`src/rtl/vga_pkg.sv`:
```
`default_nettype none
// +--------------------------------------------------------------------+
// | vga_pkg                                                            |
// | Timing constants and state encoding for the VGA sync monitor.      |
// | Rev 1.0                                                            |
// +--------------------------------------------------------------------+
package vga_pkg;
  localparam int H_ACTIVE = 640;
  localparam int V_ACTIVE = 480;
  localparam logic [9:0] COORD_MAX = 10'd1023;

  typedef enum logic [1:0] {
    ST_SEARCH  = 2'd0,
    ST_ACQUIRE = 2'd1,
    ST_LOCKED  = 2'd2
  } mon_state_t;
endpackage
`default_nettype wire

```
`src/rtl/sync_edge_det.sv`:
```
`default_nettype none
// +--------------------------------------------------------------------+
// | sync_edge_det                                                      |
// | Registers a sync input and flags its 1->0 transition.              |
// | Rev 1.0                                                            |
// +--------------------------------------------------------------------+
module sync_edge_det (
  input  logic clk,
  input  logic rst,
  input  logic i_d,
  output logic o_fall
);
  logic r_q;
  logic r_q_d;

  always_ff @(posedge clk) begin
    if (rst) begin
      r_q   <= 1'b0;
      r_q_d <= 1'b0;
    end else begin
      r_q   <= i_d;
      r_q_d <= r_q;
    end
  end

  assign o_fall = r_q_d & ~r_q;
endmodule
`default_nettype wire

```
`src/rtl/vga_sync_monitor.sv`:
```
`default_nettype none
// +--------------------------------------------------------------------+
// | vga_sync_monitor                                                   |
// | Checks VGA line/frame timing, recovers pixel coordinates, sums     |
// | colour per locked frame and counts timing mismatches.              |
// | Rev 1.0                                                            |
// +--------------------------------------------------------------------+
module vga_sync_monitor
  import vga_pkg::*;
#(
  parameter int H_TOTAL        = 1600,
  parameter int V_TOTAL        = 525,
  parameter int CLKS_PER_PIXEL = 2
) (
  input  logic        clk,
  input  logic        reset,
  input  logic        HS,
  input  logic        VS,
  input  logic        blank,
  input  logic [7:0]  R,
  input  logic [7:0]  G,
  input  logic [7:0]  B,
  input  logic        clear,
  output logic [9:0]  row,
  output logic [9:0]  col,
  output logic        pixel_valid,
  output logic        locked,
  output logic        frame_done,
  output logic [31:0] frame_sum,
  output logic        err_hlen,
  output logic        err_vlen,
  output logic [7:0]  err_count
);
  localparam int          DIV_W  = (CLKS_PER_PIXEL > 1) ? $clog2(CLKS_PER_PIXEL) : 1;
  localparam logic [10:0] c_HLEN = 11'(H_TOTAL);
  localparam logic [9:0]  c_VLEN = 10'(V_TOTAL);

  logic             w_hs_fall, w_vs_fall;
  logic             r_blank, r_blank_d;
  logic [7:0]       r_red, r_grn, r_blu;
  mon_state_t       r_state;
  logic [10:0]      r_hcnt;
  logic [9:0]       r_vcnt;
  logic             r_first, r_bad;
  logic [DIV_W-1:0] r_div;
  logic [9:0]       r_col, r_row;
  logic             r_pend, r_line_act;
  logic [31:0]      r_sum, r_frame_sum;
  logic [7:0]       r_err_count;

  sync_edge_det u_hs_det (.clk(clk), .rst(reset), .i_d(HS), .o_fall(w_hs_fall));
  sync_edge_det u_vs_det (.clk(clk), .rst(reset), .i_d(VS), .o_fall(w_vs_fall));

  logic w_hlen_bad, w_acq_bad, w_err_h, w_err_v, w_any_err, w_pix, w_blank_fall;
  logic [9:0]  w_row;
  logic [31:0] w_rgb;

  assign w_hlen_bad   = w_hs_fall && ((r_hcnt + 11'd1) != c_HLEN);
  // The first HS fall after acquisition started is measured from the VS edge, not a line start.
  assign w_acq_bad    = w_hlen_bad && !r_first;
  assign w_err_h      = (r_state == ST_LOCKED) && w_hlen_bad;
  assign w_err_v      = (r_state == ST_LOCKED) && w_vs_fall && (r_vcnt != c_VLEN);
  assign w_any_err    = w_err_h || w_err_v;
  assign w_pix        = !r_blank && (r_div == '0);
  assign w_blank_fall = r_blank_d && !r_blank;
  assign w_row        = (w_blank_fall && r_pend && (r_row != COORD_MAX)) ? r_row + 10'd1 : r_row;
  assign w_rgb        = 32'(r_red) + 32'(r_grn) + 32'(r_blu);

  always_ff @(posedge clk) begin
    if (reset) begin
      r_blank     <= 1'b1;
      r_blank_d   <= 1'b1;
      r_red       <= '0;
      r_grn       <= '0;
      r_blu       <= '0;
      r_state     <= ST_SEARCH;
      r_hcnt      <= '0;
      r_vcnt      <= '0;
      r_first     <= 1'b0;
      r_bad       <= 1'b0;
      r_div       <= '0;
      r_col       <= '0;
      r_row       <= '0;
      r_pend      <= 1'b0;
      r_line_act  <= 1'b0;
      r_sum       <= '0;
      r_frame_sum <= '0;
      r_err_count <= '0;
    end else begin
      r_blank   <= blank;
      r_blank_d <= r_blank;
      r_red     <= R;
      r_grn     <= G;
      r_blu     <= B;

      if (w_hs_fall || ((r_state == ST_SEARCH) && w_vs_fall)) r_hcnt <= '0;
      else if (r_hcnt != '1)                                  r_hcnt <= r_hcnt + 11'd1;

      if (w_vs_fall)                         r_vcnt <= '0;
      else if (w_hs_fall && (r_vcnt != '1)) r_vcnt <= r_vcnt + 10'd1;

      case (r_state)
        ST_SEARCH: begin
          if (w_vs_fall) begin
            r_state <= ST_ACQUIRE;
            r_first <= 1'b1;
            r_bad   <= 1'b0;
          end
        end
        ST_ACQUIRE: begin
          if (w_hs_fall) r_first <= 1'b0;
          if (w_acq_bad) r_bad   <= 1'b1;
          if (w_vs_fall) begin
            r_bad <= 1'b0;
            if ((r_vcnt == c_VLEN) && !r_bad && !w_acq_bad) r_state <= ST_LOCKED;
          end
        end
        ST_LOCKED: begin
          if (w_any_err) r_state <= ST_SEARCH;
        end
        default: r_state <= ST_SEARCH;
      endcase

      if (r_blank)                                     r_div <= '0;
      else if (r_div == DIV_W'(CLKS_PER_PIXEL - 1))    r_div <= '0;
      else                                             r_div <= r_div + DIV_W'(1);

      if (w_hs_fall)                          r_col <= '0;
      else if (w_pix && (r_col != COORD_MAX)) r_col <= r_col + 10'd1;

      // A row advances on the first active span following a line that carried pixels.
      if (w_vs_fall) begin
        r_row      <= '0;
        r_pend     <= 1'b0;
        r_line_act <= 1'b0;
      end else begin
        r_row <= w_row;
        if (w_blank_fall) r_pend <= 1'b0;
        if (w_hs_fall) begin
          if (r_line_act) r_pend <= 1'b1;
          r_line_act <= 1'b0;
        end else if (w_pix) begin
          r_line_act <= 1'b1;
        end
      end

      if (r_state != ST_LOCKED) begin
        r_sum <= '0;
      end else if (w_vs_fall) begin
        r_frame_sum <= r_sum;
        r_sum       <= '0;
      end else if (w_pix) begin
        r_sum <= r_sum + w_rgb;
      end

      if (clear)                              r_err_count <= {7'd0, w_any_err};
      else if (w_any_err && (r_err_count != '1)) r_err_count <= r_err_count + 8'd1;
    end
  end

  assign row         = w_row;
  assign col         = r_col;
  assign pixel_valid = w_pix;
  assign locked      = (r_state == ST_LOCKED);
  assign frame_done  = (r_state == ST_LOCKED) && w_vs_fall;
  assign frame_sum   = r_frame_sum;
  assign err_hlen    = w_err_h;
  assign err_vlen    = w_err_v;
  assign err_count   = r_err_count;
endmodule
`default_nettype wire

```
`config.mk`:
```
export PLATFORM = sky130hd
export DESIGN_NAME = vga_sync_monitor
export DESIGN_NICKNAME = d
export VERILOG_FILES = /design/src/rtl/vga_pkg.sv /design/src/rtl/sync_edge_det.sv /design/src/rtl/vga_sync_monitor.sv
export SDC_FILE = /design/constraint.sdc
export NUM_CORES = 1
export LEC_CHECK = 0
export CAP_MARGIN = 20
export CORE_MARGIN = 2
export CORE_UTILIZATION = 55
export CTS_CLUSTER_DIAMETER = 150
export DETAILED_ROUTE_END_ITERATION = 10
export PLACE_DENSITY_LB_ADDON = 0.2
export SLEW_MARGIN = 10
export SYNTH_ARGS = -nofsm -noshare
export SYNTH_HDL_FRONTEND = slang
export SYNTH_HIERARCHICAL = 1
export SYNTH_SLANG_ARGS = --single-unit
```
`constraint.sdc`:
```
create_clock -name clk -period 4.4 [get_ports clk]
set_input_delay 0.66 -clock clk [delete_from_list [all_inputs] [get_ports clk]]
set_output_delay 0.66 -clock clk [all_outputs]
set_load 0.1 [all_outputs]
```
==> results.py <==
metrics = {
    "outcome": {
        "status": "complete, no violations",
    },
    "timing": {
        "fmax_ghz": 0.278,
        "setup_tns_ns": 0,
        "hold_viol_final": 0,
        "drv_slew": 0,
        "rsz0062_at_grt": "no",
        "slew_headroom_pct": 31.6,
        "finalCriticalPeriod_ns": 3.59,
        "hold-worst-slack_ns": 0.453,
        "tightest_slew_ns": 1.02,
        "fin_skew_ns": 0.00499,
        "setup_viol": 0,
        "fin_crit_sh_pct": 81.7,
    },
    "yosys": {
        "yosys-top-cells-area": "dfxtp_1, nand2_1, a21oi_1, fa_1, xnor2_1",
        "netlist_instances": 797,
        "synth.cell_area_mm2": 0.00690,
        "syn_avg_cell_area_um2": 8.66,
        "synth.top_cell.area_share_pct": 43.5,
        "synth.distinct_cells": 55,
        "yosys_warnings": 6,
        "synth_area_leader_cell": "dfxtp_1",
        "synth.net_count": 861,
        "yosys_register_bits": 150,
        "synth_top_flop_cell": "dfxtp_1",
        "async_reset_ff_share_pct": 0,
        "synth_edf_count": 0,
        "synth-seq-area-share_pct": 43.5,
    },
    "layout": {
        "diodes": 0,
        "area_growth_pct": 23.8,
        "drive_gt1_share_pct": 7.39,
        "nNetsFinal": 946,
    },
    "global_route": {
        "grt_pass1_wl_um": 24500,
        "grt_usage_pct": 22.7,
        "grt_max_degree": 42,
        "grt_pass1_vias": 5470,
        "gr-total-overflow": 0,
        "grt_antenna_before_repair": 0,
    },
    "route": {
        "drt_iter0_drc": 426,
        "drc": 0,
        "vias": 5706,
        "firstDrtPassIters": 5,
        "wl_per_cell_um": 13.6,
        "vias_per_cell": 5.38,
        "antenna_left": 0,
        "wirelength_um": 14400,
    },
    "min_path": {
        "hold_class": "reg2reg",
    },
    "clock_tree": {
        "cts_buffers": 17,
        "clkTransAtPathRegs_ns": 0.06,
        "holdBufCountCts": 0,
        "clkSinkCount": 150,
        "root_buffer": "clkbuf_16",
        "clk_latency_ns": 0.43,
        "cts_setup_buffers": 0,
        "cts_resized": 0,
        "cts_max_level": 4,
        "cts_buffer_depth": 2,
        "tritoncts": "yes",
    },
    "critical_path": {
        "arrival_ns": 3.90,
        "setup.worst_path.end_class": "register",
        "start_kind": "register",
        "critical_path_class": "reg2reg",
        "cp.required_ns": 4.70,
        "path_max_fanout": 13,
    },
    "placement": {
        "place.gp.congestion": 0.880,
        "port_buffers": 94,
        "hpwl_um": 10400,
    },
    "die": {
        "core_area_mm2": 0.0121,
        "die_h_um": 116,
        "die_w_um": 116,
        "start_util_pct": 57.0,
        "io_pins": 95,
        "dieArea_mm2": 0.0135,
        "rows": 40,
    },
    "pwr": {
        "ir_drop_v": 0.000229,
        "power.density_mw_per_mm2": 366,
        "leakagePower_nw": 3.10,
    },
    "flow_run": {
        "cap_violations": 0,
    },
}
==> kinds of logic after synthesis <==
group           share of synthesized area [%]
simple gates                             24.1
flops                                    43.5
compound gates                           12.5
buf+inv                                  5.44
xor+xnor                                 5.71
fa+ha+maj                                7.90
mux                                     0.906
==> area by class of cell <==
| cell class | instances | area, um2 |
|---|---|---|
| timing repair buffer | 101 | 956 |
| multi-input combinational | 551 | 3530 |
| clock inverter | 9 | 150 |
| inverter | 61 | 229 |
| clock buffer | 21 | 470 |
| sequential | 150 | 3000 |
| fill | 956 | 3570 |
| tap | 168 | 210 |
==> through the flow <==
stage | setup WS, ns | util (%) | cells | power, W | instance area (um2)
6_report | 0.805 | 70.5 | 1061 | 0.00313 | 8540
5_1_grt | 0.611 | 70.5 | 1061 | 0.00324 | 8540
4_1_cts | 0.826 | 70.5 | 1061 | 0.00315 | 8540
3_5_place_dp | 0.843 | 65.4 | 1031 | 0.00163 | 7920
3_3_place_gp | 1.01 | 65.4 | 1031 | 0.00162 | 7920
2_1_floorplan | 0.561 | - | 797 | 0.00157 | 6900
==> cells in the final DEF, fill, tap and decap left out, types with 18 or more instances in the layout <==
master and instances:
dfxtp_1 150, nand2_1 114, clkdlybuf4s50_1 80, a21oi_1 74, inv_1 60, nor2_1 52, nor2b_1 32, xnor2_1 27
buf_4 20, xor2_1 18, o21ai_0 18, ha_1 18
==> state kept, by name (all words and copies together) (netlist names) <==
signal	flops
frame_sum	32
r_sum	32
r_hcnt	11
col	10
r_row	10
r_vcnt	10
err_count	8
r_blu	8
r_grn	8
r_red	8
r_state	2
r_bad	1
r_blank	1
r_blank_d	1
r_div	1
r_first	1
r_line_act	1
r_pend	1
u_hs_det/r_q	1
u_hs_det/r_q_d	1
u_vs_det/r_q	1
u_vs_det/r_q_d	1
==> worst paths after layout <==
path              depth (start not counted)           end         start  slack (ns)
setup / recovery                         13     r_sum[25]      r_red[1]        0.81
hold / removal                            2  frame_sum[0]  frame_sum[0]        0.45
setup reg to reg                         13     r_sum[25]      r_red[1]        0.81
hold reg to reg                           2  frame_sum[0]  frame_sum[0]        0.45
==> routing by layer <==
layer	part of all wire [%]	wire (um)	vias up	track usage (%)
met5	0	0	-	0
met3	4.3	625	24	4.92
li1	-	-	2866	-
met1	45	6440	2675	27.9
met4	1.7	249	0	9.37
met2	49	7110	141	38.9
==> where the power goes <==
group	switching (W)	internal, W	leakage (nW)
sequential	0.0000122	0.00138	1.22
combinational	0.000120	0.0000891	1.58
clock	0.000541	0.000983	0.301
==> cell usage after synthesis, types with 9 or more instances <==
cell        n
dfxtp_1   150
nand2_1   114
a21oi_1    74
inv_1      60
nor2_1     52
nor2b_1    32
clkbuf_1   29
xnor2_1    27
ha_1       18
o21ai_0    18
xor2_1     18
nand3_1    17
nand4_1    17
fa_1       16
o31ai_1    15
or3_1      14
and2_1     13
nor3_1     12
or4_1      11
and3_1      9
==> worst max-delay path: stages, from the launching register on <==
cell	delay [ns]
dfxtp_1	0.31
inv_1	0.05
fa_1	0.53
inv_1	0.05
fa_1	0.47
ha_1	0.25
fa_1	0.44
a211oi_1	0.39
o21ai_0	0.20
a31oi_1	0.20
buf_4	0.22
nor3b_1	0.09
xnor2_1	0.21
nor2_1	0.06
Power figures use the tool's default switching activity.
==> RTL change (same settings) <==
Set the parameter `V_TOTAL` to 393 (it was 525).
--- a/src/rtl/vga_sync_monitor.sv
+++ b/src/rtl/vga_sync_monitor.sv
@@ -10,5 +10,5 @@
 #(
   parameter int H_TOTAL        = 1600,
-  parameter int V_TOTAL        = 525,
+  parameter int V_TOTAL        = 393,
   parameter int CLKS_PER_PIXEL = 2
 ) (
Check against the original RTL: no difference found for any inputs over 10 cycles, from zero or initial values and one cycle with reset high; that may be too few to reach the edited logic, so the function may still have changed.
==> RTL change against the original RTL <==
Setup slack got worse by 0.087 ns; area after synthesis shrank 0.45%; die area down 0.44%; final area hardly changed; routed wire length grew 5.1%; register-to-register slack improved by 0.12 ns; first-iteration DRC count shrank 21%; clock skew is 0.0027 ns higher; sequential cell count stayed put; cell count unchanged; largest cell class unchanged; highest routed layer unchanged; total power is 1.7% lower; critical endpoint is now row[6]; maximum frequency down 2.4%.
==> RTL change: results <==
export IMPL_wl_met2_mm=7.72
export IMPL_pg_clk_mw=1.47
export IMPL_fin_nets=944
export IMPL_gp_congestion=0.860
export IMPL_use_met3_pct=6.28
export IMPL_worstSetupStartpoint="r_row[0]"
export IMPL_drt_iter0_drc=335
export IMPL_synthTopCellsByCount="150 x dfxtp_1, 117 x nand2_1, 87 x a21oi_1, 52 x inv_1, 34 x nor2_1"
export IMPL_nFillCells=953
export IMPL_status="finished clean"
export IMPL_syn_num_nets=858
export IMPL_cp_arrival_ns=3.02
export IMPL_placedCellCount=1028
export IMPL_timing_rr_end="r_sum[23]"
export IMPL_drt_wl_total_mm=15.2
export IMPL_synth_compound_area_share_pct=13.1
export IMPL_met2_usage_pct=40.7
export IMPL_pre_cts_slack_ns=0.953
export IMPL_slowest_stage="clkdlybuf4s50_1"
export IMPL_path_max_fanout=7
export IMPL_grt_usage_pct=23.6
export IMPL_synth_distinct_cells=63
export IMPL_met1Wirelength_mm=6.51
export IMPL_slowest_delay_ns=1.18
export IMPL_dp_hpwl_mm=10.5
export IMPL_drive_gt1_share_pct=7.05
export IMPL_intPower_mw=2.38
-- RTL change: through the flow --
stage	total power [mW]	hold WS, ns
6_report	3.07	0.452
5_1_grt	3.18	0.464
4_1_cts	3.09	0.453
3_5_place_dp	1.63	0.446
3_3_place_gp	1.62	0.442
2_1_floorplan	1.57	0.432
-- RTL change: worst min-delay path by stage --
stage | from | end | slack (ns) | cells after the start
final | frame_sum[19] | frame_sum[19] | 0.45 | 2
after global routing | frame_sum[14] | frame_sum[14] | 0.46 | 2
after CTS | frame_sum[4] | frame_sum[4] | 0.45 | 2
after detailed placement | frame_sum[4] | frame_sum[4] | 0.45 | 2
after global placement | frame_sum[6] | frame_sum[6] | 0.44 | 2
after floorplan | r_sum[3] | frame_sum[3] | 0.43 | 2
-- RTL change: area by class of cell --
type,count,share of cell area (%)
inverters,54,2.37
multi-input cells,556,41.2
clock buffers,20,5.23
flip-flops and latches,150,35.2
clock inverters,12,1.79
well taps,168,2.46
repair buffers,101,11.7
